--- config.mk ---
export PLATFORM = sky130hd
export DESIGN_NAME = player_input_conditioner_flat
export DESIGN_NICKNAME = d
export VERILOG_FILES = /design/src/rtl/player_input_conditioner_if.sv /design/src/rtl/player_input_conditioner.sv /design/src/flat_wrapper.sv
export SDC_FILE = /design/constraint.sdc
export NUM_CORES = 1
export LEC_CHECK = 0
export ABC_CLOCK_PERIOD_IN_PS = 5200
export BUFFER_PORTS_ARGS = -buffer_cell sky130_fd_sc_hd__buf_2
export CORE_ASPECT_RATIO = 0.8
export CORE_MARGIN = 2
export CORE_UTILIZATION = 60
export CTS_CLUSTER_DIAMETER = 150
export CTS_CLUSTER_SIZE = 16
export DETAILED_ROUTE_END_ITERATION = 10
export GPL_TIMING_DRIVEN = 1
export PLACE_DENSITY = 0.79
export SLEW_MARGIN = 20
export SYNTH_ARGS = -nofsm -noshare
export SYNTH_HDL_FRONTEND = slang
export SYNTH_SLANG_ARGS = --single-unit
--- constraint.sdc ---
create_clock -name clk -period 5.2 [get_ports clk]
set_clock_uncertainty 0.2 [all_clocks]
set_input_delay 0.78 -clock clk [delete_from_list [all_inputs] [get_ports clk]]
set_output_delay 0.78 -clock clk [all_outputs]
set_load 0.1 [all_outputs]
--- src/rtl/player_input_conditioner_if.sv ---
// player_input_conditioner_if: req/gnt handshake between the button front end and the game FSM.
interface player_input_conditioner_if;
    logic arm_in;
    logic gnt1_in;
    logic gnt2_in;
    logic req1_out;
    logic req2_out;
    logic false_start1_out;
    logic false_start2_out;
    modport master (
        input  arm_in, gnt1_in, gnt2_in,
        output req1_out, req2_out, false_start1_out, false_start2_out
    );
    modport slave (
        output arm_in, gnt1_in, gnt2_in,
        input  req1_out, req2_out, false_start1_out, false_start2_out
    );
endinterface

--- src/rtl/player_input_conditioner.sv ---
// player_input_conditioner: sync, debounce and request FSM for two active-low player buttons.
// Optional sticky false-start flags enabled by ARBITER_INPUT_FALSE_START_EN.
module player_input_conditioner #(
    parameter int CLOCK_FREQ     = 12000000,
    parameter int DEBOUNCE_COUNT = CLOCK_FREQ / 1000
) (
    input logic                        clk,
    input logic                        rst_in_n,
    input logic                        btn1_in_n,
    input logic                        btn2_in_n,
    player_input_conditioner_if.master bus
);
    localparam int CW = $clog2(DEBOUNCE_COUNT + 1);
    typedef enum logic [1:0] {IDLE, REQ, GRANTED, LOCKED} state_t;
    logic [1:0] btn_n, gnt, req, fs;
    assign btn_n = {btn2_in_n, btn1_in_n};
    assign gnt = {bus.gnt2_in, bus.gnt1_in};
    assign bus.req1_out = req[0];
    assign bus.req2_out = req[1];
    assign bus.false_start1_out = fs[0];
    assign bus.false_start2_out = fs[1];
`ifdef ARBITER_INPUT_FALSE_START_EN
    logic arm_q;
    always_ff @(posedge clk or negedge rst_in_n)
        if (!rst_in_n) arm_q <= 1'b1;
        else arm_q <= bus.arm_in;
`endif
    for (genvar c = 0; c < 2; c++) begin : g_ch
        logic [1:0] sync;
        logic stable;
        logic [CW-1:0] cnt;
        logic pressed;
        logic req_r;
        state_t state, state_nx;
        assign pressed = ~stable;
        always_ff @(posedge clk or negedge rst_in_n)
            if (!rst_in_n) begin
                sync <= 2'b11;
                stable <= 1'b1;
                cnt <= '0;
                state <= IDLE;
                req_r <= 1'b0;
            end else begin
                sync <= {sync[0], btn_n[c]};
                if (sync[1] == stable) cnt <= '0;
                else if (cnt == CW'(DEBOUNCE_COUNT - 1)) begin
                    stable <= sync[1];
                    cnt <= '0;
                end else cnt <= cnt + 1'b1;
                state <= state_nx;
                req_r <= state_nx == REQ;
            end
        // REQ precedence: grant, then release, then disarm
        always_comb begin
            state_nx = state;
            case (state)
                IDLE:    if (pressed) state_nx = bus.arm_in ? REQ : LOCKED;
                REQ:     state_nx = gnt[c] ? GRANTED : !pressed ? IDLE : !bus.arm_in ? LOCKED : REQ;
                default: if (!pressed) state_nx = IDLE;
            endcase
        end
        assign req[c] = req_r;
`ifdef ARBITER_INPUT_FALSE_START_EN
        logic fs_r;
        always_ff @(posedge clk or negedge rst_in_n)
            if (!rst_in_n) fs_r <= 1'b0;
            else if (state == IDLE && pressed && !bus.arm_in) fs_r <= 1'b1;
            else if (bus.arm_in && !arm_q) fs_r <= 1'b0;
        assign fs[c] = fs_r;
`else
        assign fs[c] = 1'b0;
`endif
    end
endmodule
--- src/flat_wrapper.sv ---
// flat-port wrapper written by rule: the top's interface ports become plain ports
module player_input_conditioner_flat 
#(
    parameter int CLOCK_FREQ     = 12000000,
    parameter int DEBOUNCE_COUNT = CLOCK_FREQ / 1000
)
  (clk, rst_in_n, btn1_in_n, btn2_in_n, bus_arm_in, bus_gnt1_in, bus_gnt2_in, bus_req1_out, bus_req2_out, bus_false_start1_out, bus_false_start2_out);
  player_input_conditioner_if bus_i ();
  input logic clk;
  input logic rst_in_n;
  input logic btn1_in_n;
  input logic btn2_in_n;
  input wire logic [$bits(bus_i.arm_in)-1:0] bus_arm_in;
  input wire logic [$bits(bus_i.gnt1_in)-1:0] bus_gnt1_in;
  input wire logic [$bits(bus_i.gnt2_in)-1:0] bus_gnt2_in;
  output wire logic [$bits(bus_i.req1_out)-1:0] bus_req1_out;
  output wire logic [$bits(bus_i.req2_out)-1:0] bus_req2_out;
  output wire logic [$bits(bus_i.false_start1_out)-1:0] bus_false_start1_out;
  output wire logic [$bits(bus_i.false_start2_out)-1:0] bus_false_start2_out;
  assign bus_i.arm_in = bus_arm_in;
  assign bus_i.gnt1_in = bus_gnt1_in;
  assign bus_i.gnt2_in = bus_gnt2_in;
  assign bus_req1_out = bus_i.req1_out;
  assign bus_req2_out = bus_i.req2_out;
  assign bus_false_start1_out = bus_i.false_start1_out;
  assign bus_false_start2_out = bus_i.false_start2_out;
  player_input_conditioner #(.CLOCK_FREQ(CLOCK_FREQ), .DEBOUNCE_COUNT(DEBOUNCE_COUNT)) u_core (.clk(clk), .rst_in_n(rst_in_n), .btn1_in_n(btn1_in_n), .btn2_in_n(btn2_in_n), .bus(bus_i));
endmodule
Word-level counts from Yosys, hierarchy flattened

Cells that the tools add are included.

Register bits after elaboration: 40
Bits of input ports: 7
Output and inout bits: 4
Word-level logic and storage cells: 41

Add/sub/neg operators: 2
Equal/unequal tests: 8
Mux-type cells: 15
Bitwise logic cells: 2
Reductions and logical operators: 4

Operator list:

| cell                                          | number |
|---|---|
| 2-to-1 mux 14 bit                             | 4 |
| adder 14 x 1 -> 14 bit, second input constant | 2 |
| == test 14 bit, second input constant         | 2 |
| 2-to-1 mux 2 bit                              | 9 |
| == test 2 x 1 -> 1 bit, second input constant | 4 |
| case mux 2 bit (2 select lines)               | 2 |
| zero test 2 bit                               | 2 |
| AND reduction 2 bit                           | 2 |
| == test 1 bit                                 | 2 |
| NOT 1 bit                                     | 2 |

Longest topological paths before layout

Gate-level depths: netlist of the first run.

Depth after elaboration: 5
Mapped depth: 6
Depth with buffers taken out: 5

Least setup slack after synthesis of the first run

Ideal clock, no wire load.

Kind: reg2out
Start: reg u_core.g_ch[0].req_r, in the netlist u_core.bus.req1_out
End: out bus_req1_out
Arrival time: 0.883 ns
Data required time: 4.220 ns
Path slack: 3.337 ns
Stages on the path, launching flop included: 1
Buffers on the path: 0
Cell sequence: dfrtp_1

RTL lines:

| what                   | RTL line                       | text |
|---|---|---|
| from (decl)            | player_input_conditioner.sv:33 | `logic req_r;` |
| from (signal assigned) | player_input_conditioner.sv:42 | `req_r <= 1'b0;` |
| from (signal assigned) | player_input_conditioner.sv:51 | `req_r <= state_nx == REQ;` |
| to (decl)              | flat_wrapper.sv:16             | `output wire logic [$bits(bus_i.req1_out)-1:0] bus_req1_out;` |

No word-level cell between the ends.

Worst setup path in the final report of the first run

Start: reg u_core.g_ch[1].cnt[0]
End: reg u_core.g_ch[1].cnt[10]

Cells in the longest elaborated chain, start to end: 3
Elaborated cells between the ends (all ways): 4
Classes of those cells: add/sub: 1; eq/ne: 1; mux: 2

Ends and longest elaborated chain:

| what                                                            | RTL line                                                       | text |
|---|---|---|
| from (decl)                                                     | player_input_conditioner.sv:31                                 | `logic [CW-1:0] cnt;` |
| from (signal assigned)                                          | player_input_conditioner.sv:49                                 | `end else cnt <= cnt + 1'b1;` |
| adder 14 x 1 -> 14 bit / == test 14 bit (equally long branches) | player_input_conditioner.sv:49, player_input_conditioner.sv:46 |  |
| 2-to-1 mux 14 bit (*)                                           | player_input_conditioner.sv:46                                 | `else if (cnt == CW'(DEBOUNCE_COUNT - 1)) begin` |
| 2-to-1 mux 14 bit (*)                                           | player_input_conditioner.sv:45                                 | `if (sync[1] == stable) cnt <= '0;` |

Mark *: on every way between the ends. The rest lies on a longest branch, timed or not.
A chain may end at the register's enable or synchronous reset.

==> impl_metrics.ini, run 1 <==
[synthesis]
seq_area_frac_synth = 0.549
synth.area.top_cells = dfrtp_1, xnor2_1, dfstp_2, nor2_1, nor3_1
yosysWarningCount = 0
yosysMostFrequentCell = nor2_1
synth_adder_area_share = 0.0272
async_reset_ff_frac = 1.00
synth_area_sq_mm = 0.00184
synthCells = 176
synth_top_family_by_area = simple AND/OR/NAND/NOR gates
synth_xor_area_frac = 0.119
synth.distinct_cells = 27
netlist.area_leader.share = 0.463
synth-edff-count = 0
yosys-top-cells-count = nor2_1, dfrtp_1, xnor2_1, nor3_1, nand3_1
ys_ff_latch = 40
synth_compound_area_frac = 0.0272
synth_simple_gate_area_frac = 0.234
avgSynthCellArea_sq_um = 10.4
synthMuxAreaShare = 0.0123
synthFlopType = dfrtp_1
yosysTopAreaCell = dfrtp_1

[grt]
grt_max_degree = 41
first_global_vias = 1219
grt_pass1_wl_um = 5440
grt-ovfl-total = 0
grt.total_usage = 0.214
antenna_found_initial = 0

[timing]
hold_viol = 0
finalSetupTns_ns = 0
tightest_slew_ns = 0.843
relSlewSlack = 0.438
hold-worst-slack_ns = 0.158
period_share = 0.419
slew_viol_final = 0
period_needed_ns = 2.18
rsz0062_at_grt = false
setup_viol = 0
max_freq_mhz = 459
setup_slack_ns = 3.02

[setup_path]
crit_required_ns = 5.15
path_max_fanout = 14
cp-end-kind = register
crit_family = simple AND/OR/NAND/NOR gates
cp-start-kind = register
cp_slowest_cell = nand2b_1
crit_path_max_incr_delay_ns = 0.51
cp_data_arrival_time_ns = 2.13
crit_buf_inv = 0
crit_chain = ha_1 -> nand3_1 -> nor4_1 -> nand2b_1 -> nor2_1
path_class = register to register

[placed_design]
dp_slack_ns = 3.06
dpl.cell_count = 219
gp_congestion = 0.858
port_buffers = 8
place_area_sq_mm = 0.00190
dp_hpwl_um = 2120

[layout]
final_cell_area_sq_mm = 0.00201
finalNetCount = 199
num-fill-cells = 212
final_cell_count_no_fill = 227
post-route-util = 0.712
drive_gt1_frac = 0.153
syn_to_final_growth_pct = 9.53
n_antenna_cell = 0

[clocking]
clk_latency_ns = 0.29
cts_sinks = 40
root_buffer = clkbuf_8
cts_setup_buffers = 0
cts_tree = built
cts_hold_buffers = 0
htreeDepth = 2
path_clk_slew_ns = 0.08
cts_max_path_buffers = 2
cts_made_buffers = 5
ctsResizeCount = 0

[floorplanning]
pin_count = 11
rows = 17
die_x_um = 65.9
dieHeight_um = 53.5
start_util = 0.650
die-area_sq_mm = 0.00352
core_sq_mm = 0.00283

[pwr]
p_leak_nw = 0.812
ir_drop_mv = 0.204
total_power_mw = 0.602
powerDensity_mw_per_mm2 = 299

[detailed_routing]
num_vias = 1260
drc_errors = 0
avgViaCountPerCell = 5.55
drt-total-wl_um = 3120
antenna_left = 0
wl_per_cell_um = 13.7
drtIter0Drc = 65
dr.pass1.iters = 4

[run_status]
status = completed

[run]
cap_violations = 0

[worst_hold_path]
hp-class = register to register
## final timing paths
| check | start | endpoint | slack, ns | depth (start not counted) |
|---|---|---|---|---|
| setup / recovery | u_core.g_ch[1].cnt[0] | u_core.g_ch[1].cnt[10] | 3.02 | 5 |
| hold reg to reg | u_core.g_ch[1].sync[0] | u_core.g_ch[1].sync[1] | 0.16 | 0 |
| hold / removal | u_core.g_ch[1].sync[0] | u_core.g_ch[1].sync[1] | 0.16 | 0 |
| setup reg to reg | u_core.g_ch[1].cnt[0] | u_core.g_ch[1].cnt[10] | 3.02 | 5 |
| max in group asynchronous | rst_in_n | u_core.g_ch[1].cnt[12] | 3.88 | 1 |
| min in group asynchronous | rst_in_n | u_core.g_ch[1].state[1] | 0.39 | 1 |
## registers in the layout, indices dropped and copies added (netlist names)
register / flops
u_core.bus.req1_out: 1
u_core.g_ch.cnt: 28
u_core.bus.req2_out: 1
u_core.g_ch.state: 4
u_core.g_ch.sync: 4
u_core.g_ch.stable: 2
## layer usage
metal / wire [um] / GRT usage / vias to the layer above
li1: - / - / 612
met1: 1490 / 0.298 / 626
met2: 1510 / 0.328 / 18
met3: 95 / 0.0511 / 4
met4: 29 / 0.0833 / 0
met5: 0 / 0 / -
## cell type report
type / count / area [sq um] / share of cell area
Timing Repair Buffer: 8 / 40.0 / 0.0199
Inverter: 7 / 26.3 / 0.0131
Clock inverter: 3 / 42.5 / 0.0211
Sequential cell: 40 / 1010 / 0.501
Tap cell: 38 / 47.5 / 0.0236
Multi-Input combinational cell: 126 / 779 / 0.387
Clock buffer: 5 / 68.8 / 0.0342
## kinds of logic after synthesis
| kind of cell | after synthesis |
|---|---|
| compound gates | 5 |
| simple gates | 88 |
| other cells | 1 |
| fa+ha+maj | 4 |
| buf+inv | 11 |
| mux | 2 |
| xor+xnor | 25 |
| flops | 40 |
## power breakdown
group	switching, mW	total (mW)	internal, mW
sequential	0.00633	0.326	0.319
clock	0.105	0.247	0.142
combinational	0.0218	0.0295	0.00767
total	0.133	0.602	0.469
## placed cells by master (no fill, tap or decap)
| master | instances |
|---|---|
| nor2_1 | 37 |
| dfrtp_1 | 34 |
| xnor2_1 | 21 |
| nor3_1 | 12 |
| nand3_1 | 10 |
| buf_2 | 8 |
| nand2_1 | 7 |
| nand4_1 | 7 |
| inv_1 | 7 |
| dfstp_2 | 6 |
| clkbuf_8 | 5 |
| nor2b_1 | 4 |
| xor2_1 | 4 |
| nor4_1 | 4 |
| ha_1 | 4 |
| o22ai_1 | 2 |
| nand4b_1 | 2 |
| mux2_2 | 2 |
| conb_1 | 2 |
| nand2_2 | 1 |
| or2_4 | 1 |
| o31ai_4 | 1 |
| nand4bb_1 | 1 |
| nand2b_1 | 1 |
| o31ai_1 | 1 |
| or4_4 | 1 |
| a21oi_2 | 1 |
| clkinv_2 | 1 |
| bufinv_16 | 1 |
| clkinvlp_4 | 1 |
Power figures use the tool's default switching activity.
==> inputs of run 2 (changes only) <==
ABC_AREA = 1   (was not set)
ABC_CLOCK_PERIOD_IN_PS = 2250   (was 5200)
PLACE_DENSITY = 0.78   (was 0.79)
clock period = 2.25 ns   (was 5.2 ns; I/O delays follow)
==> run 2 against run 1 <==
Net effect: combinational power grew to 2.9 times the previous value; wire length grew 22%; sequential share of layout area shrank 6.9 points; global-route usage grew 0.49 points; largest cell class unchanged.
==> impl_metrics.ini, run 2 <==
[synthesis]
synth_adder_area_share = 0.0236
yosys-top-cells-count = nor2_1, dfrtp_1, nand2_1, inv_1, nand3_1
synthCells = 228
synth.distinct_cells = 29
yosysWarningCount = 0
synth-edff-count = 0
async_reset_ff_frac = 1.00
avgSynthCellArea_sq_um = 9.29
synth_xor_area_frac = 0.0567
synthFlopType = dfrtp_1
yosysMostFrequentCell = nor2_1
synth_area_sq_mm = 0.00212
synth.area.top_cells = dfrtp_1, dfstp_2, nor2_1, nand3_1, nand2_1
yosysTopAreaCell = dfrtp_1
netlist.area_leader.share = 0.402
synth_simple_gate_area_frac = 0.329
synthMuxAreaShare = 0
seq_area_frac_synth = 0.476
synth_compound_area_frac = 0.0615
synth_top_family_by_area = simple AND/OR/NAND/NOR gates
ys_ff_latch = 40

[setup_path]
crit_path_max_incr_delay_ns = 0.42
crit_required_ns = 1.71
cp_slowest_cell = buf_2
crit_family = buffers and inverters
crit_chain = buf_2
path_max_fanout = 1
cp_data_arrival_time_ns = 1.05
cp-startpoint = u_core.bus.req1_out
cp-start-kind = register
timing.rr.start = u_core.g_ch[1].cnt[0]
crit_buf_inv = 1
path_class = register to primary output
cp-end-kind = primary output

[layout]
largest_register = u_core.g_ch.cnt
n_antenna_cell = 0
drive_gt1_frac = 0.262
final_cell_mix = nor2_1, dfrtp_1, nand2_1
finalNetCount = 258
post-route-util = 0.688
num-fill-cells = 263
final_cell_count_no_fill = 290
largest_reg_flops = 28
largestRegisters = u_core.g_ch.cnt x28, u_core.g_ch.state x4, u_core.g_ch.sync x4
final_common_cell = nor2_1
syn_to_final_growth_pct = 10.4

[placed_design]
dp_hpwl_um = 2850
dp_slack_ns = 0.694
port_buffers = 8
dpl.cell_count = 279
gp_congestion = 0.854

[grt]
grt_max_degree = 24
met3_usage = 0.0424
antenna_found_initial = 0
grt.total_usage = 0.219
grt-ovfl-total = 0
grt_busiest_layer = met1
grt_util_met2 = 0.309
first_global_vias = 1433
grt_pass1_wl_um = 6740
grt_use_met1 = 0.331

[clocking]
clk_latency_ns = 0.29
cts_tree = built
cts_hold_buffers = 3
htreeDepth = 2
cts_setup_buffers = 0
ctsResizeCount = 0
root_buffer = clkbuf_8
cts_sinks = 40
path_clk_slew_ns = 0.08
cts_max_path_buffers = 2
cts_made_buffers = 5

[detailed_routing]
drc_errors = 0
wl_per_cell_um = 13.2
avgViaCountPerCell = 5.32
antenna_left = 0
drtIter0Drc = 115
drt-total-wl_um = 3810
dr.pass1.iters = 4
num_vias = 1544

[pwr]
p_sw_frac = 0.241
ir_drop_mv = 0.460
comb_power_share = 0.064
internal-power_mw = 1.02
p_leak_nw = 0.990
clockPowerShare = 0.373
powerDensity_mw_per_mm2 = 573
p_seq_frac = 0.563
power.switching_mw = 0.323

[timing]
finalSetupTns_ns = 0
period_needed_ns = 1.59
setup_slack_ns = 0.660
period_share = 0.707
slew_viol_final = 0
setup_viol = 0
max_freq_mhz = 629
hold_viol = 0
rsz0062_at_grt = false

[floorplanning]
core_sq_mm = 0.00340
pin_count = 11
start_util = 0.623
rows = 19
dieHeight_um = 57.1
die-area_sq_mm = 0.00402
die_x_um = 70.4

[worst_hold_path]
hp-class = input pin to register
min-delay-start = bus_arm_in

[run]
cap_violations = 0

[run_status]
status = completed
## run 2: changes by cell type in the layout (fill, tap and decap cells not counted), sizes merged, moves of 8 or more
cell,before,now
nand2,8,36
inv,7,25
nand3,10,26
nor2,37,52
xnor2,21,6
nor3,12,4
## run 2: routing by layer
layer,vias to the layer above,routed length (um)
li1,770,-
met1,740,1960
met2,27,1650
met3,7,133
met4,0,67
met5,-,0
## run 2: power by group through the flow
stage / Sequential, mW / Clock [mW] / Combinational, mW
5_1_grt: 0.757 / 0.540 / 0.0965
6_report: 0.754 / 0.499 / 0.0854
3_5_place_dp: 0.768 / 0 / 0.0832
4_1_cts: 0.754 / 0.512 / 0.0873
3_3_place_gp: 0.766 / 0 / 0.0818
2_1_floorplan: 0.764 / 0 / 0.0558
## run 2: metrics by stage
step / power, mW / area [sq um] / hold WS, ns
2_1_floorplan: 0.820 / 2120 / -0.158
3_3_place_gp: 0.848 / 2210 / 0.132
3_5_place_dp: 0.851 / 2210 / 0.137
4_1_cts: 1.35 / 2340 / 0.0886
5_1_grt: 1.39 / 2340 / 0.105
6_report: 1.34 / 2340 / 0.0925
## run 2: cell families after synthesis
logic type                 after synthesis
other                                    1
adders and majority gates                4
AOI/OAI and AO/OA                       18
buffers and inverters                   27
xor gates and xnor gates                12
DFF                                     40
and+or+nand+nor                        126
## run 2: cell type report
type                    instances  area, sq um  share of cell area
clock buffers                   7         86.3              0.0369
clock inverters                 1         7.51             0.00321
inverters                      25         93.8              0.0401
multi-input cells             162         1000               0.429
flip-flops and latches         40         1010               0.431
well taps                      42         52.6              0.0225
repair buffers                 13         85.1              0.0364
## run 2: final timing paths
path                                          end  slack, ns  cells after the start
hold / removal                u_core.bus.req1_out       0.09                      3
setup reg to reg            u_core.g_ch[1].cnt[0]       0.69                      6
max in group asynchronous  u_core.g_ch[0].sync[0]       0.91                      3
setup / recovery                     bus_req1_out       0.66                      1
hold reg to reg            u_core.g_ch[0].sync[1]       0.16                      0
min in group asynchronous  u_core.g_ch[0].cnt[13]       0.35                      2
